===== src/rtl/frog_cmd_scheduler_if.sv =====
// Keyboard/frog-status inputs and frog command outputs of the frog command scheduler.
// The master side drives keycode, frame sync and frog status; the slave side is the scheduler.
interface frog_cmd_scheduler_if;
  logic        frame_clk;
  logic [15:0] keycode;
  logic [2:0]  frog_dead;
  logic [2:0]  frog_sel;
  logic        move_up;
  logic        move_down;
  logic        move_left;
  logic        move_right;
  logic        cmd_busy;

  modport master (
    output frame_clk, keycode, frog_dead,
    input  frog_sel, move_up, move_down, move_left, move_right, cmd_busy
  );

  modport slave (
    input  frame_clk, keycode, frog_dead,
    output frog_sel, move_up, move_down, move_left, move_right, cmd_busy
  );
endinterface


===== src/rtl/frog_cmd_scheduler.sv =====
// Turns raw USB keycodes into frame-aligned move pulses for the active frog and keeps the
// active-frog selection pointed at a living frog.
module frog_cmd_scheduler #(
  parameter int unsigned REPEAT_FRAMES = 8,
  parameter int unsigned CNT_W         = 6
) (
  input logic                  Clk,
  input logic                  Reset,
  frog_cmd_scheduler_if.slave  bus
);

  typedef enum logic [1:0] {StIdle, StWaitFrame, StPulse, StHold} state_e;
  typedef enum logic [1:0] {DirUp, DirDown, DirLeft, DirRight} dir_e;

  localparam logic [15:0] KeyL    = 16'h0050;
  localparam logic [15:0] KeyR    = 16'h004F;
  localparam logic [15:0] KeyU    = 16'h0052;
  localparam logic [15:0] KeyD    = 16'h0051;
  localparam logic [15:0] KeySel1 = 16'h0059;
  localparam logic [15:0] KeySel2 = 16'h005A;
  localparam logic [15:0] KeySel3 = 16'h005B;

  localparam bit RepeatEn = (REPEAT_FRAMES != 0);
  localparam logic [CNT_W-1:0] RepLast = CNT_W'((REPEAT_FRAMES == 0) ? 0 : REPEAT_FRAMES - 1);

  state_e           state_q;
  dir_e             dir_q;
  logic [CNT_W-1:0] cnt_q;
  logic [3:0]       move_q;  // {up, down, left, right}
  logic             busy_q;
  logic [2:0]       sel_q;
  logic             sync1_q, sync2_q;

  logic       tick;
  logic       key_dir, key_sel, key_none, key_held;
  dir_e       key_dir_code;
  logic [2:0] sel_tgt, sel_adv, alive;
  logic       sel_dead;

  function automatic logic [15:0] dir_code(dir_e d);
    dir_code = KeyU;
    case (d)
      DirDown:  dir_code = KeyD;
      DirLeft:  dir_code = KeyL;
      DirRight: dir_code = KeyR;
      default:  ;
    endcase
  endfunction

  function automatic logic [3:0] dir_onehot(dir_e d);
    dir_onehot = 4'b1000;
    case (d)
      DirDown:  dir_onehot = 4'b0100;
      DirLeft:  dir_onehot = 4'b0010;
      DirRight: dir_onehot = 4'b0001;
      default:  ;
    endcase
  endfunction

  assign tick     = sync1_q & ~sync2_q;
  assign alive    = ~bus.frog_dead;
  assign sel_dead = |(sel_q & bus.frog_dead);
  assign key_none = ~key_dir & ~key_sel;
  assign key_held = (bus.keycode == dir_code(dir_q));

  always_comb begin
    key_dir      = 1'b0;
    key_sel      = 1'b0;
    key_dir_code = DirUp;
    sel_tgt      = 3'b000;
    case (bus.keycode)
      KeyU:    begin key_dir = 1'b1; key_dir_code = DirUp;    end
      KeyD:    begin key_dir = 1'b1; key_dir_code = DirDown;  end
      KeyL:    begin key_dir = 1'b1; key_dir_code = DirLeft;  end
      KeyR:    begin key_dir = 1'b1; key_dir_code = DirRight; end
      KeySel1: begin key_sel = 1'b1; sel_tgt = 3'b001;        end
      KeySel2: begin key_sel = 1'b1; sel_tgt = 3'b010;        end
      KeySel3: begin key_sel = 1'b1; sel_tgt = 3'b100;        end
      default: ;
    endcase
  end

  // Next living frog in cyclic order 1->2->3->1; with nothing selected, the lowest living one.
  always_comb begin
    sel_adv = 3'b000;
    case (sel_q)
      3'b001:  sel_adv = alive[1] ? 3'b010 : alive[2] ? 3'b100 : alive[0] ? 3'b001 : 3'b000;
      3'b010:  sel_adv = alive[2] ? 3'b100 : alive[0] ? 3'b001 : alive[1] ? 3'b010 : 3'b000;
      3'b100:  sel_adv = alive[0] ? 3'b001 : alive[1] ? 3'b010 : alive[2] ? 3'b100 : 3'b000;
      default: sel_adv = alive[0] ? 3'b001 : alive[1] ? 3'b010 : alive[2] ? 3'b100 : 3'b000;
    endcase
  end

  always_ff @(posedge Clk or posedge Reset) begin
    if (Reset) begin
      sync1_q <= 1'b0;
      sync2_q <= 1'b0;
      state_q <= StIdle;
      dir_q   <= DirUp;
      cnt_q   <= '0;
      move_q  <= 4'b0000;
      busy_q  <= 1'b0;
      sel_q   <= 3'b001;
    end else begin
      sync1_q <= bus.frame_clk;
      sync2_q <= sync1_q;

      if (state_q == StIdle && key_sel && |(sel_tgt & alive)) begin
        sel_q <= sel_tgt;
      end else if (tick && (sel_q == 3'b000 || sel_dead)) begin
        sel_q <= sel_adv;
      end

      case (state_q)
        StIdle: begin
          if (key_dir && sel_q != 3'b000) begin
            state_q <= StWaitFrame;
            dir_q   <= key_dir_code;
            busy_q  <= 1'b1;
          end
        end
        StWaitFrame: begin
          if (key_none) begin
            state_q <= StIdle;
            busy_q  <= 1'b0;
          end else if (tick) begin
            state_q <= StPulse;
            move_q  <= dir_onehot(dir_q);
          end
        end
        StPulse: begin
          if (sel_dead || tick) begin
            state_q <= StHold;
            move_q  <= 4'b0000;
            cnt_q   <= '0;
          end
        end
        StHold: begin
          if (!key_held) begin
            state_q <= StIdle;
            busy_q  <= 1'b0;
            cnt_q   <= '0;
          end else if (RepeatEn && tick) begin
            if (cnt_q == RepLast) begin
              cnt_q <= '0;
              if (sel_q != 3'b000) begin
                state_q <= StPulse;
                move_q  <= dir_onehot(dir_q);
              end
            end else begin
              cnt_q <= cnt_q + 1'b1;
            end
          end
        end
        default: begin
          state_q <= StIdle;
          busy_q  <= 1'b0;
          move_q  <= 4'b0000;
        end
      endcase
    end
  end

  assign bus.frog_sel   = sel_q;
  assign bus.move_up    = move_q[3];
  assign bus.move_down  = move_q[2];
  assign bus.move_left  = move_q[1];
  assign bus.move_right = move_q[0];
  assign bus.cmd_busy   = busy_q;

endmodule


===== src/flat_wrapper.sv =====
// flat-port wrapper written by rule: the top's interface ports become plain ports
module frog_cmd_scheduler_flat 
#(
  parameter int unsigned REPEAT_FRAMES = 8,
  parameter int unsigned CNT_W         = 6
)
  (Clk, Reset, bus_frame_clk, bus_keycode, bus_frog_dead, bus_frog_sel, bus_move_up, bus_move_down, bus_move_left, bus_move_right, bus_cmd_busy);
  frog_cmd_scheduler_if bus_i ();
  input logic Clk;
  input logic Reset;
  input wire logic [$bits(bus_i.frame_clk)-1:0] bus_frame_clk;
  input wire logic [$bits(bus_i.keycode)-1:0] bus_keycode;
  input wire logic [$bits(bus_i.frog_dead)-1:0] bus_frog_dead;
  output wire logic [$bits(bus_i.frog_sel)-1:0] bus_frog_sel;
  output wire logic [$bits(bus_i.move_up)-1:0] bus_move_up;
  output wire logic [$bits(bus_i.move_down)-1:0] bus_move_down;
  output wire logic [$bits(bus_i.move_left)-1:0] bus_move_left;
  output wire logic [$bits(bus_i.move_right)-1:0] bus_move_right;
  output wire logic [$bits(bus_i.cmd_busy)-1:0] bus_cmd_busy;
  assign bus_i.frame_clk = bus_frame_clk;
  assign bus_i.keycode = bus_keycode;
  assign bus_i.frog_dead = bus_frog_dead;
  assign bus_frog_sel = bus_i.frog_sel;
  assign bus_move_up = bus_i.move_up;
  assign bus_move_down = bus_i.move_down;
  assign bus_move_left = bus_i.move_left;
  assign bus_move_right = bus_i.move_right;
  assign bus_cmd_busy = bus_i.cmd_busy;
  frog_cmd_scheduler #(.REPEAT_FRAMES(REPEAT_FRAMES), .CNT_W(CNT_W)) u_core (.Clk(Clk), .Reset(Reset), .bus(bus_i));
endmodule

===== config.mk =====
export PLATFORM = sky130hd
export DESIGN_NAME = frog_cmd_scheduler_flat
export DESIGN_NICKNAME = d
export VERILOG_FILES = /design/src/rtl/frog_cmd_scheduler_if.sv /design/src/rtl/frog_cmd_scheduler.sv /design/src/flat_wrapper.sv
export SDC_FILE = /design/constraint.sdc
export NUM_CORES = 1
export LEC_CHECK = 0
export ABC_AREA = 0
export CAP_MARGIN = 30
export CORE_UTILIZATION = 46
export CTS_CLUSTER_DIAMETER = 120
export DETAILED_ROUTE_END_ITERATION = 10
export PLACE_DENSITY_LB_ADDON = 0.2
export SLEW_MARGIN = 30
export SYNTH_ARGS = -nofsm -noshare
export SYNTH_HDL_FRONTEND = slang
export SYNTH_SLANG_ARGS = --single-unit

===== constraint.sdc =====
create_clock -name Clk -period 2 [get_ports Clk]
set_input_delay 0.6 -clock Clk [delete_from_list [all_inputs] [get_ports Clk]]
set_output_delay 0.6 -clock Clk [all_outputs]
set_load 0.02 [all_outputs]

Word level (Yosys, flattened, before mapping)

Index checks and enable logic that the tools add are counted.

Register bits: 20
Input port bits: 22
Output and inout bits: 8
Logic and storage cells: 114

Add/subtract/negate cells: 1
Eq/ne operators: 31
Multiplexer cells: 44
Bitwise gates (word level): 8
Reduce and logical (&&, ||, !) cells: 22

Operator list:

| kind                | number |
|---|---|
| $eq 16x7->1 const B | 7 |
| $mux 4              | 7 |
| $mux 3              | 9 |
| $mux 6              | 4 |
| $pmux 4 s3          | 2 |
| $mux 2              | 9 |
| $eq 16x7->1         | 1 |
| $pmux 5 s3          | 1 |
| $ne 2x1->1 const B  | 7 |
| $pmux 6 s2          | 1 |
| $pmux 3 s3          | 1 |
| $reduce_bool 3->1   | 3 |
| $reduce_or 3->1     | 3 |
| $eq 2x2->1 const B  | 4 |
| $pmux 2 s4          | 1 |
| $reduce_and 8->1    | 1 |
| $add 6x1->6 const B | 1 |
| $and 3x3->3         | 2 |
| $eq 6x3->1 const B  | 1 |
| $mux 1              | 6 |
| $ne 2x2->1 const B  | 3 |
| $ne 3x3->1 const B  | 2 |
| $pmux 2 s3          | 1 |
| $pmux 3 s2          | 1 |
| 19 further kinds    | 28 |

Depth between registers and ports, before layout

Gate-level depths: netlist of the first run.

Depth after elaboration: 7
Gate-level depth with buffers: 7
Gate-level depth less buffers: 7

Worst setup path after synthesis of the first run

Ideal clock, no wire load.

Path kind: input port to flip-flop
Start: input bus_keycode[0]
End: register u_core.dir_q[1]
Arrival time: 1.892 ns
Required time: 1.872 ns
Slack: -0.019 ns
Stages: 5
Cell sequence: buf_4 and2_4 or3_1 a211o_1 mux2_1

Cells in the longest elaborated chain, start to end: 5
Elaborated cells between the ends (all ways): 9
Classes of those cells: eq/ne: 4; mux: 2; reduce/logical: 3

Ends and longest elaborated chain:

| item                       | line                      | source |
|---|---|---|
| from (decl)                | flat_wrapper.sv:12        | `input wire logic [$bits(bus_i.keycode)-1:0] bus_keycode;` |
| $eq 16x7->1                | frog_cmd_scheduler.sv:71  | `case (bus.keycode)` |
| $reduce_or 4->1 (no line)  | n/a                       |  |
| $mux 1                     | frog_cmd_scheduler.sv:71  |  |
| $logic_and 1x1->1          | frog_cmd_scheduler.sv:116 | `if (key_dir && sel_q != 3'b000) begin` |
| $reduce_and 2->1 (no line) | n/a                       |  |
| to (signal assigned)       | frog_cmd_scheduler.sv:99  | `dir_q <= DirUp;` |
| to (signal assigned)       | frog_cmd_scheduler.sv:118 | `dir_q <= key_dir_code;` |
| to (decl)                  | frog_cmd_scheduler.sv:27  | `dir_e dir_q;` |

Parallel ways exist; a longest one is shown, timed or not.
A chain may end at the register's enable or synchronous reset.

Final worst setup path of the first run

Start: register u_core.dir_q[1]
End: register u_core.move_q[2]

Cells in the longest elaborated chain, start to end: 7
Elaborated cells between the ends (all ways): 15
Classes of those cells: eq/ne: 5; mux: 9; reduce/logical: 1

Ends and longest elaborated chain:

| item                                            | line                                               | source |
|---|---|---|
| $eq 2x2->1 / $eq 2x1->1 (equally long branches) | frog_cmd_scheduler.sv:42, frog_cmd_scheduler.sv:52 |  |
| $pmux 4 s3                                      | frog_cmd_scheduler.sv:52                           | `case (d)` |
| $mux 4                                          | frog_cmd_scheduler.sv:146                          | `if (sel_q != 3'b000) begin` |
| $mux 4                                          | frog_cmd_scheduler.sv:144                          | `if (cnt_q == RepLast) begin` |
| $mux 4                                          | frog_cmd_scheduler.sv:143                          | `end else if (RepeatEn && tick) begin` |
| $mux 4                                          | frog_cmd_scheduler.sv:139                          | `if (!key_held) begin` |
| $pmux 4 s3                                      | frog_cmd_scheduler.sv:114                          | `case (state_q)` |
| to (signal assigned)                            | frog_cmd_scheduler.sv:128                          | `move_q <= dir_onehot(dir_q);` |
| to (signal assigned)                            | frog_cmd_scheduler.sv:148                          | `move_q <= dir_onehot(dir_q);` |
| to (decl)                                       | frog_cmd_scheduler.sv:29                           | `logic [3:0] move_q;` |

Parallel ways exist; a longest one is shown, timed or not. The select of a mux whose other input is x is not followed.

==> flow_metrics.env, run 1 <==
export IMPL_async_flop_share_pct=100.0
export IMPL_power_frac_seq_pct=43.0
export IMPL_violations="negative setup slack"
export IMPL_avgRoutedWirePerCell_um=15.55
export IMPL_synth_nets=183
export IMPL_timing_slew_headroom_pct=69.60
export IMPL_n_fill_cell=242
export IMPL_grt_pass1_wl_um=6575
export IMPL_antenna_left=0
export IMPL_die_height_um=59.49
export IMPL_fin_util_pct=72.50
export IMPL_finalClockSkew_ns=0.01495
export IMPL_cts_tree="yes"
export IMPL_synth_seq_cells=20
export IMPL_num_vias=1512
export IMPL_antennaDiodeCount=0
export IMPL_max_cap_violations=0
export IMPL_dp_hpwl_um=2899
export IMPL_clockRootBuffer="clkbuf_4"
export IMPL_crit_fanout=5
export IMPL_cts_sinks=20
export IMPL_max_freq_ghz=0.4933
export IMPL_hold_worst_slack_ns=0.4119
export IMPL_critPathKind="register to register"
export IMPL_cp_required_ns=2.20
export IMPL_grt_pass1_vias=1543
export IMPL_wirelength_um=4090
export IMPL_ys_flop_type="dfrtp_1"
export IMPL_nNetsFinal=248
export IMPL_area_growth_pct=47.98
export IMPL_dr_pass1_iters=4
export IMPL_htree_levels=1
export IMPL_pwr_share_comb_pct=25.5
export IMPL_p_int_mw=0.7419
export IMPL_hold_violations=0
export IMPL_dp_slack_ns=-0.5597
export IMPL_hold_path_depth=0
export IMPL_port_buffers=29
export IMPL_worstSkewPairLatency_ns=0.32
export IMPL_setup_violations=2
export IMPL_coreArea_um2=3103
export IMPL_grt_max_degree=13
export IMPL_worst_ep_arrival_time_ns=2.23
export IMPL_antenna_found_initial=0
export IMPL_drt_iter0_drc=115
export IMPL_cts_buffers=3
export IMPL_status="finished with violations"
export IMPL_final_common_cell="buf_4"
export IMPL_drv_slew=0
export IMPL_worst_pin_slew_ns=0.4561
export IMPL_routabilityCongestion=0.8317
export IMPL_synth_edf_count=0
export IMPL_drive_above_1_share_pct=36.99
export IMPL_ys_warnings_count=0
export IMPL_r2r_cells=7
export IMPL_synth_cell_type_count=57
export IMPL_p_sw_mw=0.3064
export IMPL_drc=0
export IMPL_clockPowerShare_pct=31.6
export IMPL_rsz0062_at_grt="true"
export IMPL_synthCells=155
export IMPL_setup_ws_ns=-0.02729
export IMPL_netSwitchingFraction_pct=29.23
export IMPL_p_leak_nw=0.9901
export IMPL_die_x_um=59.49
export IMPL_syn_area_um2=1520
export IMPL_cts_hold_buffers=0
export IMPL_peakVddDrop_mv=0.4323
export IMPL_rows=20
export IMPL_min_path_type="register to register"
export IMPL_final_cell_mix="buf_4, dfrtp_1, nand2_1"
export IMPL_vias_per_cell=5.749
export IMPL_dieArea_um2=3538
export IMPL_start_kind="register"
export IMPL_end_kind="register"
export IMPL_grt_use_total_pct=24.94
export IMPL_syn_avg_cell_area_um2=9.808
export IMPL_clock_path_buffers=2
export IMPL_seq_area_frac_synth_pct=33.00
export IMPL_fin_crit_ns=2.027
export IMPL_boundaryPins=30
export IMPL_path_clk_slew_ns=0.12
export IMPL_p_per_area_nw_per_um2=466.0
export IMPL_post_route_period_util_pct=101.4
export IMPL_initial_core_util_pct=48.99
export IMPL_report_power_total_mw=1.048
export IMPL_grt_ovfl_total=0
export IMPL_fin_tns_setup_ns=-0.03648
[cell families (layout without fill, tap and decap cells)]
kind of cell | Yosys count | count (layout) | synth area share (%)
and+or+nand+nor | 67 | 67 | 28.81
AOI/OAI and AO/OA | 42 | 42 | 24.03
DFF | 20 | 20 | 33.00
buffers and inverters | 11 | 75 | 3.457
adders and majority gates | 6 | 6 | 4.938
muxes | 6 | 6 | 4.033
xor gates and xnor gates | 3 | 3 | 1.729
[final cells by class]
| cell class | instances | area (um2) | area share (%) |
|---|---|---|---|
| Clock inverter | 1 | 30.03 | 1.335 |
| Timing Repair Buffer | 63 | 524.3 | 23.30 |
| Clock buffer | 3 | 22.52 | 1.001 |
| Inverter | 8 | 30.03 | 1.335 |
| Tap cell | 44 | 55.05 | 2.447 |
| Sequential cell | 20 | 505.5 | 22.47 |
| Multi-Input combinational cell | 124 | 1082 | 48.11 |
[worst max-delay path, stage by stage (launching register included)]
cell and delay, ns:
dfrtp_2 0.46, buf_4 0.15, ha_1 0.18, xor2_1 0.16, o2111ai_2 0.20, o31ai_2 0.38, a21oi_4 0.13, a22o_1 0.26
[final timing paths]
kind | startpoint | to | slack [ns]
hold / removal | u_core.sync1_q$_DFF_PP0_ | u_core.sync2_q$_DFF_PP0_ | 0.41
setup / recovery | u_core.dir_q[1]$_DFFE_PP0P_ | u_core.move_q[2]$_DFFE_PP0P_ | -0.03
hold reg to reg | u_core.sync1_q$_DFF_PP0_ | u_core.sync2_q$_DFF_PP0_ | 0.41
max in group asynchronous | Reset | u_core.bus.frog_sel[0]$_DFFE_PP1P_ | 1.20
min in group asynchronous | Reset | u_core.sync1_q$_DFF_PP0_ | 0.55
setup reg to reg | u_core.dir_q[1]$_DFFE_PP0P_ | u_core.move_q[2]$_DFFE_PP0P_ | -0.03
[sequential cells by signal, indices dropped and copies added (netlist names)]
signal and flops:
u_core.sync2_q 1, u_core.bus.frog_sel 3, u_core.dir_q 2, u_core.move_q 4, u_core.bus.cmd_busy 1, u_core.state_q 2, u_core.cnt_q 6, u_core.sync1_q 1
[repair_timing]
action | in CTS | in global routing
endpoints found under the hold margin | 0 | 0
pin swaps | 11 | 16
gates resized for setup | 25 | 37
setup buffers | 4 | 0
setup endpoints to repair | 21 | 17
[synthesized netlist by cell type (2+ instances only)]
master,number,area (um2)
nor3_2,2,20.02
a2111oi_4,2,55.05
nand2_1,13,48.80
nor3_1,4,20.02
buf_4,3,22.52
o21a_1,2,15.01
nand2b_1,4,25.02
inv_1,8,30.03
nand4b_1,4,35.03
ha_1,6,75.07
o31ai_1,4,30.03
a21oi_1,4,20.02
o21ai_1,6,30.03
xor2_1,2,17.52
nand3_1,12,60.06
a21oi_2,2,17.52
nor2_1,6,22.52
or3_1,2,12.51
nor2b_1,5,31.28
a211oi_1,2,15.01
a22o_1,4,35.03
mux2i_1,5,50.05
dfrtp_1,19,475.5
[per-layer routing]
| metal | GRT usage [%] | share of wire [%] | routed length, um | up-vias |
|---|---|---|---|---|
| met3 | 3.275 | 4.7 | 192 | 11 |
| met5 | 0 | 0 | 0 | - |
| met2 | 44.94 | 51 | 2072 | 60 |
| met4 | 12.24 | 2.8 | 114 | 0 |
| li1 | - | - | - | 714 |
| met1 | 28.79 | 42 | 1710 | 727 |
[power groups by stage]
stage	clock network [mW]	registers (mW)	logic, mW
finish	0.331	0.450	0.267
global route	0.347	0.454	0.289
CTS	0.338	0.447	0.240
detailed placement	0	0.454	0.244
global placement	0	0.452	0.241
floorplan	0	0.453	0.128
[stage by stage]
| step | std cells | instance area [um2] |
|---|---|---|
| after floorplan | 155 | 1520 |
| after global placement | 255 | 2068 |
| after detailed placement | 255 | 2068 |
| after CTS | 263 | 2157 |
| after global routing | 263 | 2250 |
| final | 263 | 2250 |
Note: power is estimated with default switching activity, not from simulation.
==> inputs of run 2 (changes only) <==
--- a/config.mk
+++ b/config.mk
@@ -7,10 +7,11 @@
 export LEC_CHECK = 0
 export ABC_AREA = 0
 export CAP_MARGIN = 30
+export CORE_ASPECT_RATIO = 1.4
 export CORE_UTILIZATION = 46
 export CTS_CLUSTER_DIAMETER = 120
 export DETAILED_ROUTE_END_ITERATION = 10
-export PLACE_DENSITY_LB_ADDON = 0.2
+export PLACE_DENSITY = 0.77
 export SLEW_MARGIN = 30
 export SYNTH_ARGS = -nofsm -noshare
 export SYNTH_HDL_FRONTEND = slang
==> run 2 against run 1 <==
The flow now finishes without violations. First-iteration DRC count shrank 53%. Non-clock buffer count increased by 4. Flip-flop and latch count unchanged. Clock-buffer cell count is 1 higher. Clock skew is 0.011 ns lower. Die area hardly changed. Hold slack got worse by 0.0043 ns. Critical path type is now input pin to register. Largest cell class unchanged. Highest routed layer unchanged.
==> flow_metrics.env, run 2 (synthesized netlist as in run 1, its figures left out) <==
export IMPL_r2r_cells=8
export IMPL_drt_iter0_drc=54
export IMPL_final_cell_mix="buf_4, dfrtp_1, nand2_1"
export IMPL_r2r_end="u_core.move_q[2]$_DFFE_PP0P_"
export IMPL_fin_crit_ns=1.958
export IMPL_area_growth_pct=52.76
export IMPL_fin_tns_setup_ns=0
export IMPL_cp_required_ns=2.17
export IMPL_hold_violations=0
export IMPL_hold_path_depth=0
export IMPL_cts_sinks=20
export IMPL_status="complete, no violations"
export IMPL_place_inst=248
export IMPL_worst_ep_arrival_time_ns=2.12
export IMPL_antennaDiodeCount=0
export IMPL_num_vias=1508
export IMPL_cts_hold_buffers=0
export IMPL_max_freq_ghz=0.5107
export IMPL_finalNonFillerCells=262
export IMPL_max_cap_violations=0
export IMPL_htree_levels=1
export IMPL_peakVddDrop_mv=0.5376
export IMPL_path_clk_slew_ns=0.07
export IMPL_drive_above_1_share_pct=39.01
export IMPL_post_route_period_util_pct=97.90
export IMPL_vias_per_cell=5.756
export IMPL_setup_violations=0
export IMPL_die_x_um=50.59
export IMPL_clockRootBuffer="clkbuf_8"
export IMPL_dp_hpwl_um=2930
export IMPL_crit_family="buffers and inverters"
export IMPL_drv_slew=0
export IMPL_die_height_um=70.02
export IMPL_routabilityCongestion=0.8038
export IMPL_min_path_type="register to register"
export IMPL_dr_pass1_iters=4
export IMPL_p_per_area_nw_per_um2=429.7
export IMPL_nNetsFinal=252
export IMPL_start_kind="input pin"
export IMPL_grt_max_degree=21
export IMPL_n_fill_cell=244
export IMPL_p_leak_nw=1.036
export IMPL_timing_slew_headroom_pct=68.99
export IMPL_critPathKind="input pin to register"
export IMPL_rows=24
export IMPL_wirelength_um=4433
export IMPL_avgRoutedWirePerCell_um=16.92
export IMPL_critPathMaxStageDelay_ns=0.26
export IMPL_rsz0062_at_grt="true"
export IMPL_whs_endpoint="u_core.sync2_q$_DFF_PP0_"
export IMPL_drc=0
export IMPL_dieArea_um2=3542
export IMPL_crit_fanout=4
export IMPL_grt_pass1_vias=1457
export IMPL_grt_pass1_wl_um=6575
export IMPL_largest_reg_flops=6
export IMPL_grt_ovfl_total=0
export IMPL_clock_path_buffers=2
export IMPL_initial_core_util_pct=48.68
export IMPL_antenna_left=0
export IMPL_final_common_cell="buf_4"
export IMPL_worst_pin_slew_ns=0.4651
export IMPL_cpMostUsedCell="buf_4"
export IMPL_grt_use_total_pct=24.20
export IMPL_worstHoldStart="u_core.sync1_q$_DFF_PP0_"
export IMPL_worstReg2RegStart="u_core.dir_q[1]$_DFFE_PP0P_"
export IMPL_end_kind="register"
export IMPL_hold_worst_slack_ns=0.4076
export IMPL_r2r_slack_ns=0.07
export IMPL_boundaryPins=30
export IMPL_regMostFlops="u_core.cnt_q"
export IMPL_worstSkewPairLatency_ns=0.27
export IMPL_port_buffers=29
export IMPL_critPathBufInv=3
export IMPL_finalClockSkew_ns=0.003962
export IMPL_worstPathCellList="clkdlybuf4s15_1 > and2_4 > nand4b_1 > buf_4 > buf_4 > a21oi_1 > nand2_1 > o311ai_1"
export IMPL_coreArea_um2=3123
export IMPL_cts_buffers=3
export IMPL_cts_tree="yes"
export IMPL_cp_slowest_cell="clkdlybuf4s15_1"
export IMPL_antenna_found_initial=0
run 2: cell count changes in the layout (fill, tap and decap cells not counted), moves of 3 or more:
cell	delta
clkbuf_4	-3
clkbuf_8	+3
buf_6	+4
dlymetal6s2s_1	+4
run 2: timing repair:
item,4_1_cts,5_1_grt
pin swaps,12,21
gates resized for setup,34,37
endpoints found under the setup margin,19,20
setup buffers,3,7
run 2: per-stage QoR:
stage	total power, mW	worst slack, ns	area (um2)	utilization [%]
final	0.9978	0.04198	2322	74.36
after global routing	1.032	-0.05989	2322	74.36
after CTS	0.9679	-0.009990	2206	70.63
after detailed placement	0.6913	-0.5821	2047	65.54
after global placement	0.6839	-0.4962	2047	65.54
after floorplan	0.5803	0.01098	1520	-
run 2: worst max path at each step:
| stage | from | endpoint | slack, ns | depth (start not counted) |
|---|---|---|---|---|
| global placement | bus_keycode[10] | u_core.bus.frog_sel[2]$_DFFE_PP0P_ | -0.50 | 6 |
| CTS | bus_keycode[15] | u_core.bus.frog_sel[1]$_DFFE_PP0P_ | -0.01 | 6 |
| detailed placement | bus_keycode[8] | u_core.bus.frog_sel[1]$_DFFE_PP0P_ | -0.58 | 6 |
| finish | bus_keycode[0] | u_core.state_q[0]$_DFFE_PP0P_ | 0.04 | 8 |
| floorplan | bus_keycode[9] | u_core.move_q[0]$_DFFE_PP0P_ | 0.01 | 5 |
| global route | bus_keycode[0] | u_core.state_q[0]$_DFFE_PP0P_ | -0.06 | 8 |
run 2: power breakdown:
part	total [mW]	leakage (nW)	switching (mW)	internal [mW]
clock network	0.279	0.0228	0.137	0.142
registers	0.451	0.269	0.0310	0.420
logic	0.268	0.745	0.148	0.119
run 2: layout make-up:
| type | instances | area, um2 | area share (%) |
|---|---|---|---|
| Clock buffer | 4 | 45.04 | 1.940 |
| Inverter | 8 | 30.03 | 1.293 |
| Multi-Input combinational cell | 124 | 1114 | 47.95 |
| Sequential cell | 20 | 503.0 | 21.66 |
| Tap cell | 39 | 48.80 | 2.101 |
| Timing Repair Buffer | 67 | 581.8 | 25.05 |
run 2: layer usage:
layer / up-vias / global-route usage [%] / routed length, um
met5: - / 0 / 0
met4: 0 / 9.877 / 125
met2: 33 / 44.30 / 2471
met1: 739 / 28.39 / 1735
met3: 11 / 1.307 / 100
li1: 725 / - / -
